$ cat src/rtl/console_pkg.sv
// Shared definitions for the text console: grid defaults, fill and cursor
// glyphs, recognised control codes, the console state type and the command
// set understood by the cursor tracker.
package console_pkg;

  localparam int         COLS_DEF     = 50;
  localparam int         ROWS_DEF     = 30;
  localparam logic [7:0] CLR_CHAR_DEF = 8'h20;
  localparam logic [7:0] CURSOR_GLYPH = 8'h5F;

  localparam logic [7:0] CODE_BS = 8'h08;
  localparam logic [7:0] CODE_LF = 8'h0A;
  localparam logic [7:0] CODE_FF = 8'h0C;
  localparam logic [7:0] CODE_CR = 8'h0D;

  typedef enum logic [1:0] {
    ST_CLEAR,
    ST_IDLE,
    ST_WRITE,
    ST_CURSOR
  } state_t;

  typedef enum logic [2:0] {
    CMD_NONE,
    CMD_ADVANCE,
    CMD_NEWLINE,
    CMD_CR,
    CMD_BACK,
    CMD_HOME
  } cur_cmd_t;

endpackage

$ cat src/rtl/console_cursor.sv
// Cursor tracker for the text console. Holds column, row and the linear cell
// address (row*COLS+col) side by side; the address is stepped incrementally
// so no multiplier is needed. All wrap behaviour (end of row, end of screen)
// lives here.
//   CLK_CPU  in   clock
//   resetn   in   asynchronous active-low reset (cursor home)
//   cmd      in   one command per cycle: advance/newline/cr/back/home/none
//   col      out  current column 0..COLS-1
//   row      out  current row 0..ROWS-1
//   addr     out  current linear cell address
module console_cursor
  import console_pkg::*;
#(
  parameter int COLS = COLS_DEF,
  parameter int ROWS = ROWS_DEF
) (
  input  logic        CLK_CPU,
  input  logic        resetn,
  input  cur_cmd_t    cmd,
  output logic [5:0]  col,
  output logic [4:0]  row,
  output logic [10:0] addr
);

  localparam logic [5:0]  LAST_COL = 6'(COLS - 1);
  localparam logic [4:0]  LAST_ROW = 5'(ROWS - 1);
  localparam logic [10:0] COLS_A   = 11'(COLS);

  always_ff @(posedge CLK_CPU or negedge resetn) begin
    if (!resetn) begin
      col  <= '0;
      row  <= '0;
      addr <= '0;
    end else begin
      case (cmd)
        CMD_ADVANCE: begin
          if (col == LAST_COL) begin
            col <= '0;
            // Next cell after the last column is the start of the next row,
            // so addr+1 stays correct except at the very last cell.
            if (row == LAST_ROW) begin
              row  <= '0;
              addr <= '0;
            end else begin
              row  <= row + 5'd1;
              addr <= addr + 11'd1;
            end
          end else begin
            col  <= col + 6'd1;
            addr <= addr + 11'd1;
          end
        end
        CMD_NEWLINE: begin
          col <= '0;
          if (row == LAST_ROW) begin
            row  <= '0;
            addr <= '0;
          end else begin
            row  <= row + 5'd1;
            addr <= addr - 11'(col) + COLS_A;
          end
        end
        CMD_CR: begin
          col  <= '0;
          addr <= addr - 11'(col);
        end
        CMD_BACK: begin
          if (col != '0) begin
            col  <= col - 6'd1;
            addr <= addr - 11'd1;
          end
        end
        CMD_HOME: begin
          col  <= '0;
          row  <= '0;
          addr <= '0;
        end
        default: ;
      endcase
    end
  end

endmodule

$ cat src/rtl/text_console.sv
// Character-stream front end for video memory. Accepts ASCII bytes over a
// valid/ready handshake, tracks a text cursor on a COLS x ROWS grid and
// issues single-byte writes to video RAM. Handles CR, LF, BS and FF (clear).
// The whole screen is filled with CLR_CHAR after reset and after FF.
//   CLK_CPU             in   clock
//   resetn              in   asynchronous active-low reset
//   char_valid/char_data in  CPU byte stream
//   char_ready          out  high only in IDLE; transfer = valid && ready
//   video_write_enable  out  one-cycle write strobe
//   video_write_addr    out  linear cell address row*COLS+col
//   video_write_data    out  [7:0] glyph, [31:8] zero
//   cursor_col/row      out  current cursor position
// Optional feature: define TEXT_CONSOLE_CURSOR_EN for a visible underscore
// cursor (adds a CURSOR write cycle after each non-FF byte and after clear).
module text_console
  import console_pkg::*;
#(
  parameter int         COLS     = COLS_DEF,
  parameter int         ROWS     = ROWS_DEF,
  parameter logic [7:0] CLR_CHAR = CLR_CHAR_DEF
) (
  input  logic        CLK_CPU,
  input  logic        resetn,
  input  logic        char_valid,
  input  logic [7:0]  char_data,
  output logic        char_ready,
  output logic        video_write_enable,
  output logic [10:0] video_write_addr,
  output logic [31:0] video_write_data,
  output logic [5:0]  cursor_col,
  output logic [4:0]  cursor_row
);

  localparam logic [10:0] LAST_CELL = 11'(COLS * ROWS - 1);

  state_t      state;
  logic [10:0] clr_cnt;
  logic [7:0]  wr_byte;
  logic [10:0] cur_addr;
  cur_cmd_t    cmd;
  logic        transfer;
  logic        printable;
  logic [10:0] bs_addr;

  assign transfer         = (state == ST_IDLE) && char_ready && char_valid;
  assign printable        = (char_data >= 8'h20) && (char_data <= 8'h7E);
  assign bs_addr          = (cursor_col != '0) ? cur_addr - 11'd1 : cur_addr;
  assign video_write_data = {24'd0, wr_byte};

  // Cursor moves on the transfer edge itself, so its outputs are already
  // updated during the WRITE cycle.
  always_comb begin
    cmd = CMD_NONE;
    if (transfer) begin
      if (printable)                cmd = CMD_ADVANCE;
      else if (char_data == CODE_CR) cmd = CMD_CR;
      else if (char_data == CODE_LF) cmd = CMD_NEWLINE;
      else if (char_data == CODE_BS) cmd = CMD_BACK;
      else if (char_data == CODE_FF) cmd = CMD_HOME;
    end
  end

  console_cursor #(.COLS(COLS), .ROWS(ROWS)) u_cursor (
    .CLK_CPU (CLK_CPU),
    .resetn  (resetn),
    .cmd     (cmd),
    .col     (cursor_col),
    .row     (cursor_row),
    .addr    (cur_addr)
  );

  always_ff @(posedge CLK_CPU or negedge resetn) begin
    if (!resetn) begin
      state              <= ST_CLEAR;
      clr_cnt            <= '0;
      char_ready         <= 1'b0;
      video_write_enable <= 1'b0;
      video_write_addr   <= '0;
      wr_byte            <= '0;
    end else begin
      case (state)
        ST_CLEAR: begin
          video_write_enable <= 1'b1;
          video_write_addr   <= clr_cnt;
          wr_byte            <= CLR_CHAR;
          if (clr_cnt == LAST_CELL) begin
            clr_cnt <= '0;
`ifdef TEXT_CONSOLE_CURSOR_EN
            // WRITE's exit action draws the cursor at home.
            state   <= ST_WRITE;
`else
            state   <= ST_IDLE;
`endif
          end else begin
            clr_cnt <= clr_cnt + 11'd1;
          end
        end

        ST_IDLE: begin
          video_write_enable <= 1'b0;
          char_ready         <= 1'b1;
          if (transfer) begin
            char_ready <= 1'b0;
            state      <= ST_WRITE;
            wr_byte    <= CLR_CHAR;
            video_write_addr <= cur_addr;
            if (char_data == CODE_FF) begin
              state   <= ST_CLEAR;
              clr_cnt <= '0;
            end else if (printable) begin
              video_write_enable <= 1'b1;
              wr_byte            <= char_data;
`ifdef TEXT_CONSOLE_CURSOR_EN
            end else if (char_data == CODE_CR || char_data == CODE_LF ||
                         char_data == CODE_BS) begin
              // Erase the old cursor glyph; the new one follows in CURSOR.
              video_write_enable <= 1'b1;
`else
            end else if (char_data == CODE_BS) begin
              video_write_enable <= 1'b1;
              video_write_addr   <= bs_addr;
`endif
            end
          end
        end

        ST_WRITE: begin
`ifdef TEXT_CONSOLE_CURSOR_EN
          video_write_enable <= 1'b1;
          video_write_addr   <= cur_addr;
          wr_byte            <= CURSOR_GLYPH;
          state              <= ST_CURSOR;
`else
          video_write_enable <= 1'b0;
          char_ready         <= 1'b1;
          state              <= ST_IDLE;
`endif
        end

        default: begin
          video_write_enable <= 1'b0;
          char_ready         <= 1'b1;
          state              <= ST_IDLE;
        end
      endcase
    end
  end

endmodule

$ cat config.mk
export PLATFORM = sky130hd
export DESIGN_NAME = text_console
export DESIGN_NICKNAME = d
export VERILOG_FILES = /design/src/rtl/console_pkg.sv /design/src/rtl/console_cursor.sv /design/src/rtl/text_console.sv
export SDC_FILE = /design/constraint.sdc
export NUM_CORES = 1
export LEC_CHECK = 0
export ABC_AREA = 1
export CAP_MARGIN = 5
export CORE_ASPECT_RATIO = 0.75
export CORE_MARGIN = 3
export CORE_UTILIZATION = 55
export DETAILED_ROUTE_END_ITERATION = 6
export PLACE_DENSITY = 0.81
export SYNTH_ARGS = -nofsm -noshare
export SYNTH_HDL_FRONTEND = slang
export SYNTH_SLANG_ARGS = --single-unit
$ cat constraint.sdc
create_clock -name CLK_CPU -period 4.65 [get_ports CLK_CPU]
set_input_delay 0.465 -clock CLK_CPU [delete_from_list [all_inputs] [get_ports CLK_CPU]]
set_output_delay 0.465 -clock CLK_CPU [all_outputs]
set_load 0.02 [all_outputs]
==> key figures, run 1 <==
Status
  – Status: finished, final reports clean

Global route
  – Pin count of the biggest net entering global routing: between 50 and 60
  – Vias in the first global route: 4052
  – Antenna violations before repair: 0
  – GRT overflow: 0
  – First-pass GRT wire length: 19.0 mm
  – Total Routing Usage GR: about 24%

Placement
  – Hpwl dp: 8.70 mm
  – Gp weighted congestion: slightly above 0.9
  – IO buf count: 42

Clocking
  – Root buffer cell: clkbuf_8
  – CTS sink count: 56
  – Worst skew pair latency: approximately 320 ps
  – Post_cts resized: 0
  – Setup Buffers After CTS: 0
  – TritonCTS clock tree: yes
  – CTS buffer count: 5
  – CTS Hold Bufs: 0
  – Clock tree buffer depth: 2
  – H-tree Lvls: 2
  – Reg clk slew, reported paths: 120 ps

Critical path
  – Required @ worst endpoint: a little under 5000 ps
  – Crit path DAT: about 3000 ps
  – WS Path Type: reg -> reg
  – Most used cell, CP: nand2_1
  – Worst path max stage delay: 440 ps
  – Worst-path fanout max: 5
  – CP max stage cell: dfrtp_1
  – Cell-by-cell trace of the critical path: inv_1, ha_1, fa_1, inv_1, nand2_1, nand2_1, nand3_1, nand2_1, nand2_1, nand2_1, nand3_1, nor2_1, nand3_1, nand3_1, nand3_1, nand2_1, inv_1
  – Crit start category: register
  – Crit path max-delay family: simple AND/OR/NAND/NOR gates
  – CP Capture Type: register
  – Buf+Inv Stages, Crit Path: 3

Flow run
  – Max Cap Viol: 0

Logic synthesis
  – Syn Area/Cell: ~6.9 sq um
  – Yosys warning total: 0
  – Cell count after synthesis: 650
  – Post-synth EDFFs: 0
  – Flops & latches, synth: 56
  – Post-synth ARST share: 100%
  – Synthesized cell area: about 0.0045 sq mm
  – Top_reg_cell synth: dfrtp_1
  – Seq/Total Area, Yosys: between 30 and 40%
  – Yosys cell types: 50

Floorplanning
  – I/O pin total: 67
  – # rows: 27
  – Core ar.: between 0.007 and 0.008 sq mm
  – Full die area: roughly 0.0093 sq mm
  – Chip width: between 100 and 150 um
  – Die H: ~84 um
  – Starting Density: 59.0%

STA
  – Final period utilization: 58.3%
  – Slew margin rel.: 49.5%
  – Final max-slew violation count: 0
  – Crit path time final: 2710 ps
  – Fin Clk Skew: 13.1 ps
  – Setup violations, final: 0
  – Final Hold Fails: 0
  – Max Clk Rate: roughly 370 MHz
  – RSZ-0062 raised after global routing: false
  – Worst-Margin Slew: approximately 760 ps
  – Setup tns final: 0 ps

Pwr
  – Sw Share: between 50% and 60%
  – Power Density: just over 600 mW/mm^2
  – Sequential power share: 27.0%
  – Comb pwr share: roughly 63%
  – Net Switching: between 1.5 and 2 mW
  – Leakage: around 2.4 nW
  – Worst IR drop on VDD: 0.291 mV
  – Int Pwr: about 1.5 mW
  – Clock network power share: 9.8%

Detailed routing
  – Number of vias per cell: around 5.6
  – DR iter-0 viols: roughly 390
  – WL per Instance: ~14 um
  – Pre-antenna DRT Iters: 5
  – Residual DRC: 0
  – Routed WL: between 10 and 15 mm
  – Post-route ant nets: 0
  – Routed via count: about 4400

Finish
  – Final core occ: around two thirds
  – Fraction of layout cells with a size suffix above 1: roughly 4.5%
  – Fillcell total: just over 700
  – Nets: 711
  – Area Growth Syn to Fin: 10.4%
  – Antenna fix cells: 0

Worst hold path
  – Class of the worst hold path: in -> async
## path summary, 6_finish.rpt
| check | slack [ps] | cells past startpoint | to | startpoint |
|---|---|---|---|---|
| setup / recovery | 1940 | 17 | u_cursor.addr[10]$_DFFE_PN0P_ | u_cursor.addr[0]$_DFFE_PN0P_ |
| hold / removal | 280 | 2 | u_cursor.addr[6]$_DFFE_PN0P_ | resetn |
| setup reg to reg | 1940 | 17 | u_cursor.addr[10]$_DFFE_PN0P_ | u_cursor.addr[0]$_DFFE_PN0P_ |
| hold reg to reg | 500 | 2 | wr_byte[7]$_DFFE_PN0P_ | wr_byte[7]$_DFFE_PN0P_ |
| max in group asynchronous | 3860 | 2 | u_cursor.addr[9]$_DFFE_PN0P_ | resetn |
| min in group CLK_CPU | 500 | 2 | wr_byte[7]$_DFFE_PN0P_ | wr_byte[7]$_DFFE_PN0P_ |
## placed cells by master, fill, tap and decap left out, drive strengths merged, types with 12 or more instances in the layout
cell           netlist  final
a21oi               29     29
inv                 86     87
clkdlybuf4s50        0     41
nor2                68     68
xor2                30     30
conb                 1     24
nand2              157    157
nor3                12     12
ha                  16     16
nand3               55     55
nand4               12     12
dfrtp               56     56
o21ai               47     47
## final cells by class
| cell class | instances | area, sq um | share of cell area, % |
|---|---|---|---|
| Clock inverter | 3 | 27.5 | 0.554 |
| Inverter | 87 | 332 | 6.67 |
| Multi-Input combinational cell | 490 | 2590 | 52.1 |
| Clock buffer | 5 | 68.8 | 1.38 |
| Tap cell | 101 | 126 | 2.54 |
| Timing Repair Buffer | 43 | 423 | 8.51 |
| Sequential cell | 56 | 1400 | 28.2 |
## sequential cells by signal, indices dropped and copies added (netlist names)
name and cells:
video_write_enable 1, u_cursor.addr 11, video_write_addr 11, state 2, u_cursor.col 6, u_cursor.row 5
clr_cnt 11, wr_byte 8, char_ready 1
## cells in the mapped netlist (2+ instances only)
cell | number | area share, %
o211ai_1 | 4 | 0.67
o22ai_1 | 4 | 0.56
buf_6 | 2 | 0.50
ha_1 | 16 | 4.4
nor2_1 | 61 | 5.1
inv_1 | 82 | 6.8
clkbuf_1 | 7 | 0.58
nand2_1 | 155 | 13
nor3_1 | 11 | 1.2
buf_2 | 5 | 0.56
o22a_1 | 4 | 0.78
buf_4 | 25 | 4.2
nor2_2 | 5 | 0.69
o21ai_0 | 40 | 4.4
a22oi_1 | 3 | 0.50
xor2_1 | 30 | 5.8
a21oi_1 | 29 | 3.2
nand4_1 | 11 | 1.5
a31oi_1 | 5 | 0.69
nand3b_1 | 3 | 0.50
inv_4 | 2 | 0.28
dfrtp_1 | 56 | 31
o21bai_1 | 2 | 0.33
o21ai_1 | 6 | 0.67
nor2_8 | 2 | 0.89
nand3_1 | 53 | 5.9
nand3_2 | 2 | 0.44
nor4_1 | 2 | 0.28
inv_2 | 2 | 0.17
## metrics by stage
| step | cell area (sq um) | hold WS [ps] | power, mW | instances | setup slack, ps |
|---|---|---|---|---|---|
| global route | 4970 | 347 | 3.31 | 785 | 1690 |
| floorplan | 4590 | 169 | 2.20 | 673 | 2210 |
| CTS | 4970 | 314 | 3.03 | 785 | 2000 |
| finish | 4970 | 283 | 3.04 | 785 | 1940 |
| detailed placement | 4870 | 473 | 2.72 | 777 | 1860 |
| global placement | 4870 | 475 | 2.66 | 777 | 2020 |
## logic make-up after synthesis
group | Yosys count | share of synthesized area (%)
other | 1 | 0.0833
buffers and inverters | 127 | 13.3
flip-flops | 56 | 31.1
AND/OR/NAND/NOR | 314 | 31.2
AO/OA/AOI/OAI | 104 | 13.4
adder cells (fa/ha/maj) | 17 | 4.89
XOR/XNOR | 31 | 6.03
## power groups by stage
stage          Sequential [mW]  Clock, mW  Combinational (mW)
2_1_floorplan            0.888          0                1.31
3_3_place_gp             0.818          0                1.84
3_5_place_dp             0.827          0                1.89
4_1_cts                  0.818      0.301                1.91
5_1_grt                  0.847      0.329                2.14
6_report                 0.822      0.299                1.92
## routing by layer
metal  part of all wire (%)  global-route usage [%]
met3                    6.8                    3.24
met4                   0.88                    6.04
met5                      0                       0
met1                     47                    35.0
met2                     45                    38.1
(Power assumes the default switching activity.)
==> run 2: changes to the inputs <==
clock period = 2.6 ns   (was 4.65 ns; I/O delays follow)
==> run 2 against run 1 <==
Combinational power increased by 98%. Utilization is 2.5 points higher. Non-clock buffer count up 18. First-iteration DRC count increased by 26%. Critical endpoint is now u_cursor.addr[9]$_DFFE_PN0P_.
==> key figures, run 2 (synthesis results as in run 1) <==
Global route
  – Met1 Use GR: 35.9% (was 35.0%)
  – Busiest grt layer: met2 (unchanged)
  – Antenna violations before repair: 0 (unchanged)
  – GRT overflow: 0 (unchanged)
  – Met3 Use GR: 4.11% (was 3.24%)
  – Total Routing Usage GR: 24.9% (was 24.1%)
  – First-pass GRT wire length: 19.4 mm (was 19.0 mm)
  – Vias in the first global route: 4111 (was 4052)
  – Pin count of the biggest net entering global routing: 31 (was 57)
  – GRT met2 Usage: 39.8% (was 38.1%)

Clocking
  – TritonCTS clock tree: yes (unchanged)
  – Worst skew pair latency: 340 ps (was 320 ps)
  – Reg clk slew, reported paths: 130 ps (was 120 ps)
  – CTS buffer count: 5 (unchanged)
  – Root buffer cell: clkbuf_8 (unchanged)
  – H-tree Lvls: 2 (unchanged)
  – Clock tree buffer depth: 2 (unchanged)
  – CTS sink count: 56 (unchanged)

Critical path
  – Most used cell, CP: nand2_1 (unchanged)
  – Worst r2r src: u_cursor.addr[0]$_DFFE_PN0P_ (unchanged)
  – CP max stage cell: dfrtp_1 (unchanged)
  – Buf+Inv Stages, Crit Path: 3 (unchanged)
  – CP Capture Type: register (unchanged)
  – Required @ worst endpoint: 2850 ps (was 4870 ps)
  – Crit. path cell count: 14 (was 17)
  – Critical path origin: u_cursor.addr[0]$_DFFE_PN0P_ (unchanged)
  – R2r endpoint: u_cursor.addr[9]$_DFFE_PN0P_ (was u_cursor.addr[10]$_DFFE_PN0P_)
  – Cell-by-cell trace of the critical path: inv_2, ha_1, fa_2, xor2_1, inv_1, ha_1, nand2_1, nand2_1, nand2_1, nand2_1, nand3_1, nand3_1, nand2_1, inv_1 (was inv_1, ha_1, fa_1, inv_1, nand2_1, nand2_1, nand3_1, nand2_1, nand2_1, nand2_1, nand3_1, nor2_1, nand3_1, nand3_1, nand3_1, nand2_1, inv_1)
  – CP endpoint: u_cursor.addr[9]$_DFFE_PN0P_ (was u_cursor.addr[10]$_DFFE_PN0P_)
  – Crit path max-delay family: adder cells (was simple AND/OR/NAND/NOR gates)
  – Worst path max stage delay: 450 ps (was 440 ps)
  – Crit start category: register (unchanged)
  – Reg2Reg Depth: 14 (was 17)
  – Worst-path fanout max: 5 (unchanged)
  – Crit path DAT: 2620 ps (was 2930 ps)
  – Reg-to-reg setup timing slack: 230 ps (was 1940 ps)
  – WS Path Type: reg -> reg (unchanged)

Detailed routing
  – WL per Instance: 14.5 um (was 14.4 um)
  – Routed WL: 11.7 mm (was 11.3 mm)
  – Post-route ant nets: 0 (unchanged)
  – Number of vias per cell: 5.55 (was 5.57)
  – Routed via count: 4455 (was 4369)
  – Residual DRC: 0 (unchanged)
  – Pre-antenna DRT Iters: 6 (was 5)
  – DR iter-0 viols: 488 (was 388)

STA
  – Final max-slew violation count: 0 (unchanged)
  – Setup violations, final: 0 (unchanged)
  – Final Hold Fails: 0 (unchanged)
  – Crit path time final: 2370 ps (was 2710 ps)
  – Setup tns final: 0 ps (unchanged)
  – RSZ-0062 raised after global routing: false (unchanged)
  – Slew margin rel.: 53.3% (was 49.5%)
  – Worst-Margin Slew: 700 ps (was 757 ps)
  – Fin Clk Skew: 20.2 ps (was 13.1 ps)
  – Final period utilization: 91.1% (was 58.3%)
  – Max Clk Rate: 422 MHz (was 369 MHz)

Finish
  – Most common cell after layout, fill and taps aside: nand2_1 (unchanged)
  – Regs by FF count: clr_cnt (11), u_cursor.addr (11), video_write_addr (11) (unchanged)
  – Most frequent cells in the layout: 154 x nand2_1, 81 x inv_1, 59 x nor2_1 (was 155 x nand2_1, 82 x inv_1, 61 x nor2_1)
  – Area Growth Syn to Fin: 14.6% (was 10.4%)
  – Antenna fix cells: 0 (unchanged)
  – Fraction of layout cells with a size suffix above 1: 7.98% (was 4.53%)
  – Final instance area: 0.00516 sq mm (was 0.00497 sq mm)
  – Nets: 729 (was 711)

Placement
  – Dpl cell area: 0.00502 sq mm (was 0.00487 sq mm)
  – Hpwl dp: 9.05 mm (was 8.70 mm)
  – Gp weighted congestion: 0.945 (was 0.917)
  – IO buf count: 42 (unchanged)

Floorplanning
  – I/O pin total: 67 (unchanged)
  – # rows: 27 (unchanged)
  – Chip width: 110 um (unchanged)
  – Starting Density: 59.0% (unchanged)
  – Core ar.: 0.00763 sq mm (unchanged)
  – Die H: 84.4 um (unchanged)
  – Full die area: 0.00932 sq mm (unchanged)

Flow run
  – Max Cap Viol: 0 (unchanged)

Pwr
  – Power after layout: 5.74 mW (was 3.04 mW)
  – Power Density: 1110 mW/mm^2 (was 613 mW/mm^2)
  – Leakage: 2.50 nW (was 2.41 nW)
  – Worst IR drop on VDD: 0.561 mV (was 0.291 mV)

Status
  – Status: finished, final reports clean (unchanged)

Worst hold path
  – Class of the worst hold path: in -> async (unchanged)
[run 2: worst reg2reg max path, cell delays in order, from the launching register on]
cell,delay [ps]
dfrtp_1,450
inv_2,90
ha_1,210
fa_2,360
xor2_1,180
inv_1,90
ha_1,220
nand2_1,120
nand2_1,150
nand2_1,110
nand2_1,50
nand3_1,70
nand3_1,80
nand2_1,70
inv_1,40
[run 2: report_power, final]
group | internal [mW] | total, mW | switching [mW]
logic | 1.48 | 3.81 | 2.34
clock network | 0.199 | 0.539 | 0.340
registers | 1.15 | 1.39 | 0.245
total | 2.82 | 5.74 | 2.92
[run 2: worst min path at each step]
stage,start,end,slack [ps]
after floorplan,resetn,char_ready$_DFFE_PN0N_,-40
after global placement,resetn,u_cursor.addr[10]$_DFFE_PN0P_,360
after detailed placement,resetn,u_cursor.addr[10]$_DFFE_PN0P_,350
after CTS,wr_byte[7]$_DFFE_PN0P_,wr_byte[7]$_DFFE_PN0P_,500
after global routing,wr_byte[7]$_DFFE_PN0P_,wr_byte[7]$_DFFE_PN0P_,530
final,resetn,u_cursor.addr[10]$_DFFE_PN0P_,480
[run 2: final cells by class]
cell class	count	area (sq um)
multi-input combinational	490	2620
clock buffer	5	68.8
inverter	87	332
tap	101	126
clock inverter	3	27.5
sequential	56	1400
fill	686	2480
timing repair buffer	61	586
[run 2: metrics by stage]
step | hold slack [ps] | worst slack, ps | utilization [%] | cells
after floorplan | -35.6 | 163 | - | 673
after global placement | 355 | 207 | 65.7 | 793
final | 483 | 231 | 67.6 | 803
after detailed placement | 347 | 106 | 65.7 | 793
after global routing | 532 | 1.80 | 67.6 | 803
after CTS | 501 | 74.5 | 67.1 | 802
[run 2: what timing repair did]
action / in CTS / in global routing
hold buffers: 1 / 0
endpoints found under the setup margin: 0 / 5
gates resized for setup: 0 / 9
endpoints found under the hold margin: 26 / 0
buffers inserted: 0 / 1
[run 2: metal layers]
metal  wire [um]  vias to the layer above
met5           0                        -
met4         166                        0
met3         772                       18
met2        5240                      171
met1        5510                     2105
li1            -                     2161
